[src/rtl/mem_copy_initiator_pkg.sv]
// -----------------------------------------------------------------------------
// mem_copy_initiator_pkg
//   Shared definitions for the memory-copy bus initiator: FSM state encoding,
//   bus word size, default widths, and the MMIO map of the peripheral block
//   that sits behind the data-memory port.
// -----------------------------------------------------------------------------
package mem_copy_initiator_pkg;

  // Default widths of the copy engine.
  localparam int ADDR_W_DEF = 32;
  localparam int LEN_W_DEF  = 16;

  // The port moves whole 32-bit words; addresses step by this many bytes.
  localparam int WORD_BYTES = 4;

  // Memory-mapped peripheral window and register offsets inside it.
  localparam logic [31:0] MMIO_BASE    = 32'h4000_0000;
  localparam logic [31:0] OFF_TH       = 32'h0000_0000;
  localparam logic [31:0] OFF_TL       = 32'h0000_0004;
  localparam logic [31:0] OFF_TCON     = 32'h0000_0008;
  localparam logic [31:0] OFF_LED      = 32'h0000_000C;
  localparam logic [31:0] OFF_DIGIT    = 32'h0000_0010;
  localparam logic [31:0] OFF_SYSTICK  = 32'h0000_0014;

  // Copy-engine states.
  //   ST_IDLE : waiting for start
  //   ST_RD   : reading the current source word (holds until granted)
  //   ST_WR   : writing the buffered word to the destination (holds until granted)
  //   ST_FIN  : one-cycle completion state that raises done
  typedef enum logic [1:0] {
    ST_IDLE = 2'd0,
    ST_RD   = 2'd1,
    ST_WR   = 2'd2,
    ST_FIN  = 2'd3
  } state_e;

  // True when the OR of the low byte-offset bits of all addresses is zero.
  function automatic logic is_word_aligned(input logic [1:0] low_bits);
    return (low_bits == 2'b00);
  endfunction

endpackage : mem_copy_initiator_pkg

[src/rtl/mem_copy_initiator.sv]
// -----------------------------------------------------------------------------
// mem_copy_initiator
//   Bus initiator on the data-memory / peripheral port. Copies len 32-bit words
//   from src_addr to dst_addr, strictly ascending, one read followed by one
//   write per word. The port is shared with the pipeline: bus_req asks for it
//   and each strobe is only issued in a cycle where bus_gnt is high.
//
// Ports
//   clk        : rising-edge clock
//   reset      : asynchronous, active-low reset
//   start      : 1-cycle copy request, only looked at in IDLE
//   abort      : cancels an in-flight copy (RD/WR)
//   src_addr   : source byte address (word aligned)
//   dst_addr   : destination byte address (word aligned)
//   len        : number of words to copy
//   busy       : high in RD, WR and FIN
//   done       : 1-cycle pulse on successful completion (FIN)
//   err        : 1-cycle pulse after an unaligned start or an abort
//   words_done : words fully written in the current / last copy
//   bus_req    : port request, high in RD and WR
//   bus_gnt    : port granted this cycle
//   MemRead    : read strobe
//   MemWrite   : write strobe (write commits at the clock edge)
//   Address    : byte address to the port
//   WrData     : write data to the port
//   ReadData   : combinational read data returned in the same cycle
// -----------------------------------------------------------------------------
module mem_copy_initiator
  import mem_copy_initiator_pkg::*;
#(
  parameter int ADDR_W = ADDR_W_DEF,
  parameter int LEN_W  = LEN_W_DEF
) (
  input  logic              clk,
  input  logic              reset,
  input  logic              start,
  input  logic              abort,
  input  logic [ADDR_W-1:0] src_addr,
  input  logic [ADDR_W-1:0] dst_addr,
  input  logic [LEN_W-1:0]  len,
  output logic              busy,
  output logic              done,
  output logic              err,
  output logic [LEN_W-1:0]  words_done,
  output logic              bus_req,
  input  logic              bus_gnt,
  output logic              MemRead,
  output logic              MemWrite,
  output logic [ADDR_W-1:0] Address,
  output logic [ADDR_W-1:0] WrData,
  input  logic [ADDR_W-1:0] ReadData
);

  localparam logic [ADDR_W-1:0] ADDR_STEP = ADDR_W'(WORD_BYTES);
  localparam logic [LEN_W-1:0]  LEN_ONE   = LEN_W'(1);

  // ---------------------------------------------------------------------------
  // State
  // ---------------------------------------------------------------------------
  state_e              state_q,      state_d;
  logic [ADDR_W-1:0]   src_q,        src_d;
  logic [ADDR_W-1:0]   dst_q,        dst_d;
  logic [LEN_W-1:0]    remaining_q,  remaining_d;
  logic [LEN_W-1:0]    words_done_q, words_done_d;
  logic [ADDR_W-1:0]   buffer_q,     buffer_d;
  logic                err_q,        err_d;

  logic                start_aligned;

  assign start_aligned = is_word_aligned(src_addr[1:0] | dst_addr[1:0]);

  // ---------------------------------------------------------------------------
  // Next-state logic
  // ---------------------------------------------------------------------------
  // NOTE: every signal is given its hold/default value before the case so no
  // path leaves a signal unassigned; that is what keeps this block latch-free.
  always_comb begin
    state_d      = state_q;
    src_d        = src_q;
    dst_d        = dst_q;
    remaining_d  = remaining_q;
    words_done_d = words_done_q;
    buffer_d     = buffer_q;
    err_d        = 1'b0;

    unique case (state_q)
      ST_IDLE: begin
        // abort has no meaning here, so start alone decides.
        if (start) begin
          if (!start_aligned) begin
            err_d = 1'b1;
          end else if (len == '0) begin
            words_done_d = '0;
            state_d      = ST_FIN;
          end else begin
            src_d        = src_addr;
            dst_d        = dst_addr;
            remaining_d  = len;
            words_done_d = '0;
            state_d      = ST_RD;
          end
        end
      end

      ST_RD: begin
        if (abort) begin
          err_d   = 1'b1;
          state_d = ST_IDLE;
        end else if (bus_gnt) begin
          buffer_d = ReadData;
          state_d  = ST_WR;
        end
      end

      ST_WR: begin
        if (abort) begin
          err_d   = 1'b1;
          state_d = ST_IDLE;
        end else if (bus_gnt) begin
          // Address arithmetic wraps modulo 2^ADDR_W by design.
          src_d        = src_q + ADDR_STEP;
          dst_d        = dst_q + ADDR_STEP;
          remaining_d  = remaining_q - LEN_ONE;
          words_done_d = words_done_q + LEN_ONE;
          state_d      = (remaining_q == LEN_ONE) ? ST_FIN : ST_RD;
        end
      end

      ST_FIN: begin
        state_d = ST_IDLE;
      end

      default: begin
        state_d = ST_IDLE;
      end
    endcase
  end

  // ---------------------------------------------------------------------------
  // Registers
  // ---------------------------------------------------------------------------
  // NOTE: sequential state uses non-blocking assignments so every flop samples
  // the pre-edge value of every other flop, independent of block ordering.
  always_ff @(posedge clk or negedge reset) begin
    if (!reset) begin
      state_q      <= ST_IDLE;
      src_q        <= '0;
      dst_q        <= '0;
      remaining_q  <= '0;
      words_done_q <= '0;
      buffer_q     <= '0;
      err_q        <= 1'b0;
    end else begin
      state_q      <= state_d;
      src_q        <= src_d;
      dst_q        <= dst_d;
      remaining_q  <= remaining_d;
      words_done_q <= words_done_d;
      buffer_q     <= buffer_d;
      err_q        <= err_d;
    end
  end

  // ---------------------------------------------------------------------------
  // Port strobes and address mux
  //   Decoded straight from the state register, so an asserted reset forces
  //   IDLE and drops every strobe in the same cycle. abort wins over bus_gnt.
  // ---------------------------------------------------------------------------
  always_comb begin
    bus_req  = 1'b0;
    MemRead  = 1'b0;
    MemWrite = 1'b0;
    Address  = '0;
    WrData   = '0;

    unique case (state_q)
      ST_RD: begin
        bus_req = 1'b1;
        MemRead = bus_gnt && !abort;
        Address = src_q;
      end
      ST_WR: begin
        bus_req  = 1'b1;
        MemWrite = bus_gnt && !abort;
        Address  = dst_q;
        WrData   = buffer_q;
      end
      default: begin
      end
    endcase
  end

  // ---------------------------------------------------------------------------
  // Status outputs
  // ---------------------------------------------------------------------------
  assign busy       = (state_q != ST_IDLE);
  assign done       = (state_q == ST_FIN);
  assign err        = err_q;
  assign words_done = words_done_q;

endmodule : mem_copy_initiator
[config.mk]
export PLATFORM = sky130hd
export DESIGN_NAME = mem_copy_initiator
export DESIGN_NICKNAME = d
export VERILOG_FILES = /design/src/rtl/mem_copy_initiator_pkg.sv /design/src/rtl/mem_copy_initiator.sv
export SDC_FILE = /design/constraint.sdc
export NUM_CORES = 1
export LEC_CHECK = 0
export ABC_CLOCK_PERIOD_IN_PS = 2800
export BUFFER_PORTS_ARGS = -buffer_cell sky130_fd_sc_hd__clkbuf_2
export CAP_MARGIN = 20
export CORE_UTILIZATION = 50
export DETAILED_ROUTE_END_ITERATION = 10
export PLACE_DENSITY_LB_ADDON = 0.1
export SLEW_MARGIN = 0
export SYNTH_ARGS = -nofsm -noshare
export SYNTH_HDL_FRONTEND = slang
export SYNTH_SLANG_ARGS = --single-unit
[constraint.sdc]
create_clock -name clk -period 2.8 [get_ports clk]
set_input_delay 0.14 -clock clk [delete_from_list [all_inputs] [get_ports clk]]
set_output_delay 0.14 -clock clk [all_outputs]
set_load 0.1 [all_outputs]
==> impl_metrics.toml, run 1 <==
[logic_synthesis]
syn-mean-instance-area_sq_um = 8.31
synth-main-ff-cell = "dfrtp_1"
ys_top_cells_by_area = "dfrtp_1 (40%), nand2_1 (7.1%), a22oi_1 (3.2%)"
synth_top_area_cell = "dfrtp_1"
yosysMostFrequentCell = "nand2_1"
ys_ff_latch = 131
synthCells = 980
yosys_warnings = 0
synth_fp_nets = 1107
synth_edf_count = 0
async_flop_share_pct = 100
synth_top_area_share_pct = 40.2
synth_seq_area_share_pct = 40.2
synth_area_sq_um = 8150
synth_commonest_cells = "nand2_1 (154), dfrtp_1 (131), nor2_1 (62), clkbuf_1 (58), o21ai_0 (51)"
ys_types = 64

[placed_design]
place_area_sq_um = 9640
portBuffers = 202
dp_hpwl_um = 16700
dp_worst_setup_slack_ps = 235
gp_congestion = 0.827

[floorplan]
num_rows = 46
die_h_um = 130
dieWidth_um = 130
design.die.area_sq_um = 16800
core_area_sq_um = 15900
io_pins = 203
start_util_pct = 51.3

[drt]
wirelength_um = 24700
dr.first_iter.drc_count = 787
drt_first_pass_iters = 7
drc = 0
vias = 8494
wire_per_inst_um = 17.2
drtAntennaViolNets = 0
via_per_inst = 5.90

[layout]
n_antenna_cell = 0
fillers = 1363
nets = 1338
final_layout_size_suffix_gt1_share_pct = 26.5
stdcell_area_sq_um = 10800
syn_to_final_growth_pct = 32.8

[global_routing]
grt.total_usage_pct = 29.7
grt_pass1_vias = 7579
antenna_found_initial = 0
grt_pass1_wl_um = 38900
grt-ovfl-total = 0
grt_max_degree = 67

[sta]
fin_ws_ps = 176
slew_headroom_pct = 49.1
worst_slew_pin_slew_ps = 756
clock_skew_ps = 9.20
rsz0062_at_grt = "false"
fin_crit_ps = 2620
slew_viol_final = 0
setup_viol = 0
tns_ps = 0
finalHoldViolCount = 0
max_freq_mhz = 381
finalCritPeriodShare_pct = 93.7

[critical_path]
critPathLaunchType = "flop"
path_max_fanout = 66
cp_top_family = "buffers and inverters"
path_cells = "inv_1 > ha_4 > buf_4 > and2_1 > clkbuf_2"
critPathMaxStageDelay_ps = 520
crit_required_ps = 2660
worstSetupPathType = "flop to primary output"
crit_buf_inv = 3
worstPathArrival_ps = 2480
crit_slowest_cell = "buf_4"
cp-end-kind = "primary output"

[pwr]
powerDensity_nw_per_um2 = 1220
ir_drop_v = 0.00100
power_leakage_nw = 4.83

[cts]
cts_tree = "done"
cts_root_buf = "clkbuf_16"
cts_buffer_depth = 2
cts.sinks = 131
cts_max_level = 4
postCtsResizedCells = 0
cts-buffers-inserted = 17
clock_latency_ps = 430
cts.clk_slew.worst_paths_ps = 60

[hold_path]
min_path_type = "input port to flop"

[status]
status = "complete, no violations"

[job]
cap_viol_max_count = 0
==> worst reg2reg max path, stage by stage (launching register included) <==
cell and delay (ps):
dfrtp_1 410, inv_1 100, ha_1 200, or3b_2 520, or4_4 440, or4b_1 510, o21ai_0 180, a21oi_1 90
==> flip-flops by register name, indices dropped and copies added, names as in the netlist <==
name and count:
remaining_q 16, state_q 2, words_done 16, err 1
src_q 32, dst_q 32, buffer_q 32
==> routing by layer <==
layer	wire, um	up-vias	GRT usage, %	share of wire [%]
li1	-	4063	-	-
met1	11400	4053	43.9	46
met2	11200	355	45.0	45
met3	1890	23	5.86	7.6
met4	248	0	6.02	1.0
met5	0	-	0	0
==> per-stage QoR <==
stage	power, mW	cells	hold WS [ps]	utilization [%]
final	13.1	1440	6.86	68.1
after global routing	13.8	1440	8.97	68.1
after global placement	10.8	1348	213	60.7
after detailed placement	10.9	1348	199	60.7
after floorplan	9.00	980	-156	-
after CTS	13.1	1439	0.295	68.0
==> path summary, 6_finish.rpt <==
kind	startpoint	endpoint	slack [ps]	cells after the start
worst min-delay path	len[5]	remaining_q[5]	7	3
worst max register to register	remaining_q[0]	remaining_q[12]	200	7
min in group asynchronous	reset	buffer_q[27]	280	2
max in group asynchronous	reset	dst_q[11]	1730	3
worst min register to register	buffer_q[8]	buffer_q[8]	460	2
worst max-delay path	state_q[0]	WrData[15]	180	5
==> cell usage in the layout, fill, tap and decap left out, types with 6 or more instances in the layout <==
master,Yosys,routed
mux2i_1,9,9
o211ai_1,10,10
buf_4,0,49
o22ai_1,32,32
ha_1,10,9
a31oi_1,7,7
and4_1,12,12
nand4_1,25,25
nand3_1,34,34
inv_1,20,20
o31ai_1,13,13
nor3_1,13,13
clkbuf_16,0,17
o21bai_1,8,8
a22oi_1,35,35
clkbuf_2,0,168
a21oi_1,50,50
buf_12,0,10
nor2b_1,40,10
a31o_2,15,15
o21ai_0,51,51
a21o_1,9,9
and3_1,13,13
or4_1,8,8
nand2_1,154,154
nor2_1,62,62
or2_2,6,6
and2_1,37,37
nor2b_2,0,30
a32oi_1,8,8
xnor2_1,7,7
nor4_1,16,15
dfrtp_1,131,131
dlygate4sd3_1,0,60
==> final cells by class <==
cell class	instances	area, sq um	area share, %
clock buffers	21	450	4.16
clock inverters	11	130	1.20
inverters	20	75.1	0.694
multi-input cells	754	4600	42.6
flip-flops and latches	131	3280	30.3
well taps	216	270	2.50
repair buffers	287	2010	18.6
==> timing repair <==
item,in CTS,in global routing
buffers inserted,0,0
hold buffers,59,1
hold endpoints to repair,104,1
==> cells by family (layout without fill, tap and decap cells) <==
logic type               count (synthesis)  in the layout  synth area share (%)
buffers and inverters                   95            339                  4.55
XOR/XNOR                                 8              8                 0.860
AND/OR/NAND/NOR                        446            446                  28.2
multiplexers                             9              9                  1.11
adder cells (fa/ha/maj)                 10             10                  1.54
flip-flops                             131            131                  40.2
AO/OA/AOI/OAI                          281            281                  23.5
==> power by group <==
group | total [mW] | internal (mW) | switching [mW]
logic | 7.63 | 2.18 | 5.45
registers | 3.31 | 2.55 | 0.764
clock network | 2.20 | 1.34 | 0.862
total | 13.1 | 6.07 | 7.08
Power figures use the tool's default switching activity.
==> run 2, diff against run 1 <==
--- a/config.mk
+++ b/config.mk
@@ -5,7 +5,7 @@
 export SDC_FILE = /design/constraint.sdc
 export NUM_CORES = 1
 export LEC_CHECK = 0
-export ABC_CLOCK_PERIOD_IN_PS = 2800
+export ABC_CLOCK_PERIOD_IN_PS = 3150
 export BUFFER_PORTS_ARGS = -buffer_cell sky130_fd_sc_hd__clkbuf_2
 export CAP_MARGIN = 20
 export CORE_UTILIZATION = 50
==> constraint.sdc (replaced) <==
create_clock -name clk -period 3.15 [get_ports clk]
set_input_delay 0.1575 -clock clk [delete_from_list [all_inputs] [get_ports clk]]
set_output_delay 0.1575 -clock clk [all_outputs]
set_load 0.1 [all_outputs]
==> impl_metrics.toml, run 2 (synthesis results as in run 1) <==
[sta]
fin_crit_ps = 2880
finalCritPeriodShare_pct = 91.6
setup_viol = 0
clock_skew_ps = 9.33
worst_slew_pin_slew_ps = 689
max_freq_mhz = 347
rsz0062_at_grt = "false"
slew_headroom_pct = 53.7
finalHoldViolCount = 0
slew_viol_final = 0

[global_routing]
antenna_found_initial = 0
grt.total_usage_pct = 30.9
grt_max_degree = 85
grt-ovfl-total = 0
grt_pass1_wl_um = 40000
grt_pass1_vias = 7833

[cts]
cts_root_buf = "clkbuf_16"
cts.clk_slew.worst_paths_ps = 60
cts_max_level = 4
cts.sinks = 131
cts_setup_buffers = 0
cts_buffer_depth = 2
cts_tree = "done"
clock_latency_ps = 430
cts-buffers-inserted = 17

[drt]
drtAntennaViolNets = 0
wire_per_inst_um = 17.9
via_per_inst = 6.02
vias = 8556
dr.first_iter.drc_count = 817
drt_first_pass_iters = 5
drc = 0
wirelength_um = 25500

[job]
cap_viol_max_count = 0

[placed_design]
portBuffers = 202
place_inst = 1348
gp_congestion = 0.851
dp_hpwl_um = 16800

[critical_path]
path_max_fanout = 84
cp_top_family = "buffers and inverters"
worstPathArrival_ps = 2730
critPathLaunchType = "flop"
path_cells = "inv_1 > ha_4 > buf_12 > nand2_1 > a21boi_1 > clkbuf_2"
crit_slowest_cell = "clkbuf_2"
crit_buf_inv = 3
crit_required_ps = 2990
cp-end-kind = "primary output"
critPathMaxStageDelay_ps = 500
worstSetupPathType = "flop to primary output"

[layout]
final_cell_mix = "clkbuf_2 (200), nand2_1 (154), dfrtp_1 (131)"
largestRegisters = "buffer_q x32, dst_q x32, src_q x32"
final_cells = 1421
nets = 1319
layout_commonest_cell = "clkbuf_2"
syn_to_final_growth_pct = 28.9
fillers = 1378
final_layout_size_suffix_gt1_share_pct = 26.8
seq_area_sq_um = 3280
multi_input_area_sq_um = 4590
n_antenna_cell = 0

[pwr]
ir_drop_v = 0.00110
p_sw_share_pct = 54.7
net-switching-power_mw = 6.31
powerDensity_nw_per_um2 = 1100
power_mw = 11.5
power_frac_clock_pct = 18.0
power.internal_mw = 5.23
comb_power_share_pct = 56.4
sequentialPowerShare_pct = 25.6
power_leakage_nw = 4.74

[status]
status = "complete, no violations"

[floorplan]
io_pins = 203
core_area_sq_um = 15900
num_rows = 46
dieWidth_um = 130
start_util_pct = 51.3
die_h_um = 130
design.die.area_sq_um = 16800

[hold_path]
min_path_type = "input port to flop"
==> run 2: cell types whose count changed in the layout (fill, tap and decap cells not counted) <==
| cell | delta |
|---|---|
| clkbuf_1 | -2 |
| a21boi_2 | -2 |
| clkbuf_2 | +32 |
| clkinv_2 | +2 |
| clkinvlp_4 | -2 |
| bufinv_16 | +1 |
| and3b_2 | -1 |
| clkbuf_8 | +1 |
| a21boi_1 | +2 |
| and3b_1 | +1 |
| buf_4 | -27 |
| dlygate4sd3_1 | -19 |
| buf_12 | -5 |
==> run 2: final timing paths <==
kind,slack (ps),endpoint,start,cells past startpoint
setup / recovery,270,Address[9],state_q[0],6
hold / removal,3,src_q[0],src_addr[0],2
setup reg to reg,400,dst_q[28],state_q[0],8
hold reg to reg,460,buffer_q[3],buffer_q[3],2
max in group asynchronous,1900,src_q[12],reset,3
min in group asynchronous,290,buffer_q[22],reset,2
==> run 2: layout make-up <==
cell class	count	area share (%)
timing repair buffer	268	16.0
tap	216	2.57
clock inverter	12	1.48
sequential	131	31.2
inverter	20	0.715
clock buffer	20	4.35
multi-input combinational	754	43.7
==> run 2: per-layer routing <==
metal / up-vias / wire length (um) / GRT usage (%)
met5: - / 0 / 0
met4: 0 / 693 / 11.9
met3: 57 / 2080 / 6.94
met2: 408 / 11400 / 46.1
met1: 4075 / 11300 / 43.7
li1: 4016 / - / -
==> run 2: power groups by stage <==
stage                     registers [mW]  clock network [mW]  logic [mW]
after floorplan                     2.76                   0        5.23
after global placement              2.92                   0        6.35
after detailed placement            2.94                   0        6.42
after CTS                           2.92                2.09        6.47
after global routing                3.03                2.16        6.93
final                               2.95                2.08        6.50
==> run 2: what timing repair did <==
| item | in CTS | in global routing |
|---|---|---|
| hold buffers | 41 | 0 |
| resized for setup | 0 | 0 |
| hold endpoints to repair | 85 | 0 |
==> run 2: worst register-to-register path: stages, from the launching register on <==
cell and delay [ps]:
dfrtp_1 400, inv_1 160, ha_4 400, and3b_1 280, a21oi_1 80, a211o_2 590, buf_4 320, a21o_1 180
a22o_1 230
==> run 2: through the flow <==
stage	hold WS (ps)	cell area [sq um]	util, %	setup TNS (ps)	setup WS (ps)
final	3.08	10500	66.1	0	265
after global placement	212	9480	59.7	0	479
after global routing	7.82	10500	66.1	0	163
after detailed placement	222	9480	59.7	0	413
after CTS	1.13	10500	66.1	0	286
after floorplan	-138	8220	-	-88.0	-88.0
==> run 3, diff against run 2 <==
--- a/config.mk
+++ b/config.mk
@@ -10,7 +10,7 @@
 export CAP_MARGIN = 20
 export CORE_UTILIZATION = 50
 export DETAILED_ROUTE_END_ITERATION = 10
-export PLACE_DENSITY_LB_ADDON = 0.1
+export PLACE_DENSITY = 0.83
 export SLEW_MARGIN = 0
 export SYNTH_ARGS = -nofsm -noshare
 export SYNTH_HDL_FRONTEND = slang
==> constraint.sdc (replaced) <==
create_clock -name clk -period 3.15 [get_ports clk]
set_input_delay 0.4725 -clock clk [delete_from_list [all_inputs] [get_ports clk]]
set_output_delay 0.4725 -clock clk [all_outputs]
set_load 0.1 [all_outputs]
==> impl_metrics.toml, run 3 (synthesis results as in run 1) <==
[layout]
layout_commonest_cell = "clkbuf_2"
syn_to_final_growth_pct = 25.6
nets = 1277
final_layout_size_suffix_gt1_share_pct = 27.7
largestRegisters = "buffer_q x32, dst_q x32, src_q x32"
final_cell_mix = "clkbuf_2 (168), nand2_1 (154), dfrtp_1 (131)"
fillers = 1346
n_antenna_cell = 0
final_cells = 1378

[drt]
drt-met1-wl_um = 10500
top_layer = "met5"
via_per_inst = 6.18
wire_per_inst_um = 18.6
routed-wl-met2_um = 11700
drt_first_pass_iters = 6
wirelength_um = 25600
vias = 8514
drc = 0
drtAntennaViolNets = 0
wl_met3_um = 2320
dr.first_iter.drc_count = 871

[critical_path]
rr_worst_depth = 8
worstPathArrival_ps = 2530
crit_required_ps = 2680
path_max_fanout = 58
worstSetupPathType = "flop to primary output"
critPathLaunchType = "flop"
r2r_slack_ps = 420
rr_endpoint = "dst_q[28]"
cp-end-kind = "primary output"
r2r-start = "state_q[0]"

[pwr]
power_leakage_nw = 4.60
powerDensity_nw_per_um2 = 1150
ir_drop_v = 0.00103

[floorplan]
num_rows = 46
core_area_sq_um = 15900
design.die.area_sq_um = 16800
io_pins = 203
start_util_pct = 51.3
die_h_um = 130
dieWidth_um = 130

[hold_path]
min_path_type = "input port to asynchronous set/reset pin"

[placed_design]
portBuffers = 202
place_inst = 1347
gp_congestion = 0.907
dp_hpwl_um = 17800

[cts]
cts-buffers-inserted = 17
cts.clk_slew.worst_paths_ps = 60
hold_buffers = 0
cts_root_buf = "clkbuf_16"
cts_setup_buffers = 0
cts_tree = "done"
cts_max_level = 4
cts.sinks = 131
postCtsResizedCells = 0
cts_buffer_depth = 2
clock_latency_ps = 430

[sta]
max_freq_mhz = 334
worst_slew_pin_slew_ps = 714
finalHoldViolCount = 0
slew_viol_final = 0
finalCritPeriodShare_pct = 95.2
clock_skew_ps = 8.28
slew_headroom_pct = 52.0
tns_ps = 0
rsz0062_at_grt = "false"
setup_viol = 0
fin_crit_ps = 3000

[global_routing]
antenna_found_initial = 0
grt_pass1_wl_um = 39800
grt_pass1_vias = 7756
grt.total_usage_pct = 30.7
grt_max_degree = 59
grt-ovfl-total = 0

[status]
status = "complete, no violations"

[job]
cap_viol_max_count = 0
[run 3: cell count changes in the layout (fill, tap and decap cells not counted), sizes merged]
cell         change
clkinvlp         +2
clkbuf          -29
dlygate4sd3     -41
buf             +31
inv              -1
clkinv           -5
[run 3: per-stage QoR]
step	power (mW)	setup WS [ps]	area (sq um)	util (%)	hold WS [ps]
2_1_floorplan	8.00	70.6	8230	-	177
3_3_place_gp	9.46	412	9610	60.5	452
3_5_place_dp	9.60	379	9610	60.5	454
4_1_cts	11.7	15.7	10200	64.4	72.1
5_1_grt	12.3	26.8	10200	64.4	96.3
6_report	11.8	152	10200	64.4	54.6
[run 3: routing by layer]
metal	track usage [%]	vias up
met5	0	-
met4	16.4	2
met3	7.31	94
met2	45.4	473
met1	41.5	4007
li1	-	3938
[run 3: cell type report]
| class | count | area (sq um) | share of cell area [%] |
|---|---|---|---|
| tap | 216 | 270 | 2.64 |
| clock buffer | 23 | 488 | 4.77 |
| multi-input combinational | 754 | 4600 | 45.0 |
| clock inverter | 8 | 125 | 1.22 |
| inverter | 20 | 75.1 | 0.734 |
| sequential | 131 | 3280 | 32.0 |
| timing repair buffer | 226 | 1390 | 13.6 |
[run 3: critical path: stages (launching register included)]
cell      delay [ps]
dfrtp_1          390
inv_1            170
ha_4             420
buf_6            430
nand2_1          170
a21boi_2         190
buf_4            310
[run 3: worst max path at each step]
stage                     start           to  slack [ps]
floorplan            state_q[0]   Address[2]          70
global placement    src_addr[0]    dst_q[28]         410
detailed placement  src_addr[0]    src_q[31]         380
CTS                  state_q[0]  Address[23]          20
global route         state_q[0]  Address[27]          30
finish               state_q[0]   Address[2]         150
[run 3: where the power goes]
group | leakage [nW] | internal, mW | switching, mW
Sequential | 1.53 | 2.26 | 0.702
Clock | 0.288 | 1.32 | 0.756
Combinational | 2.78 | 1.86 | 4.88
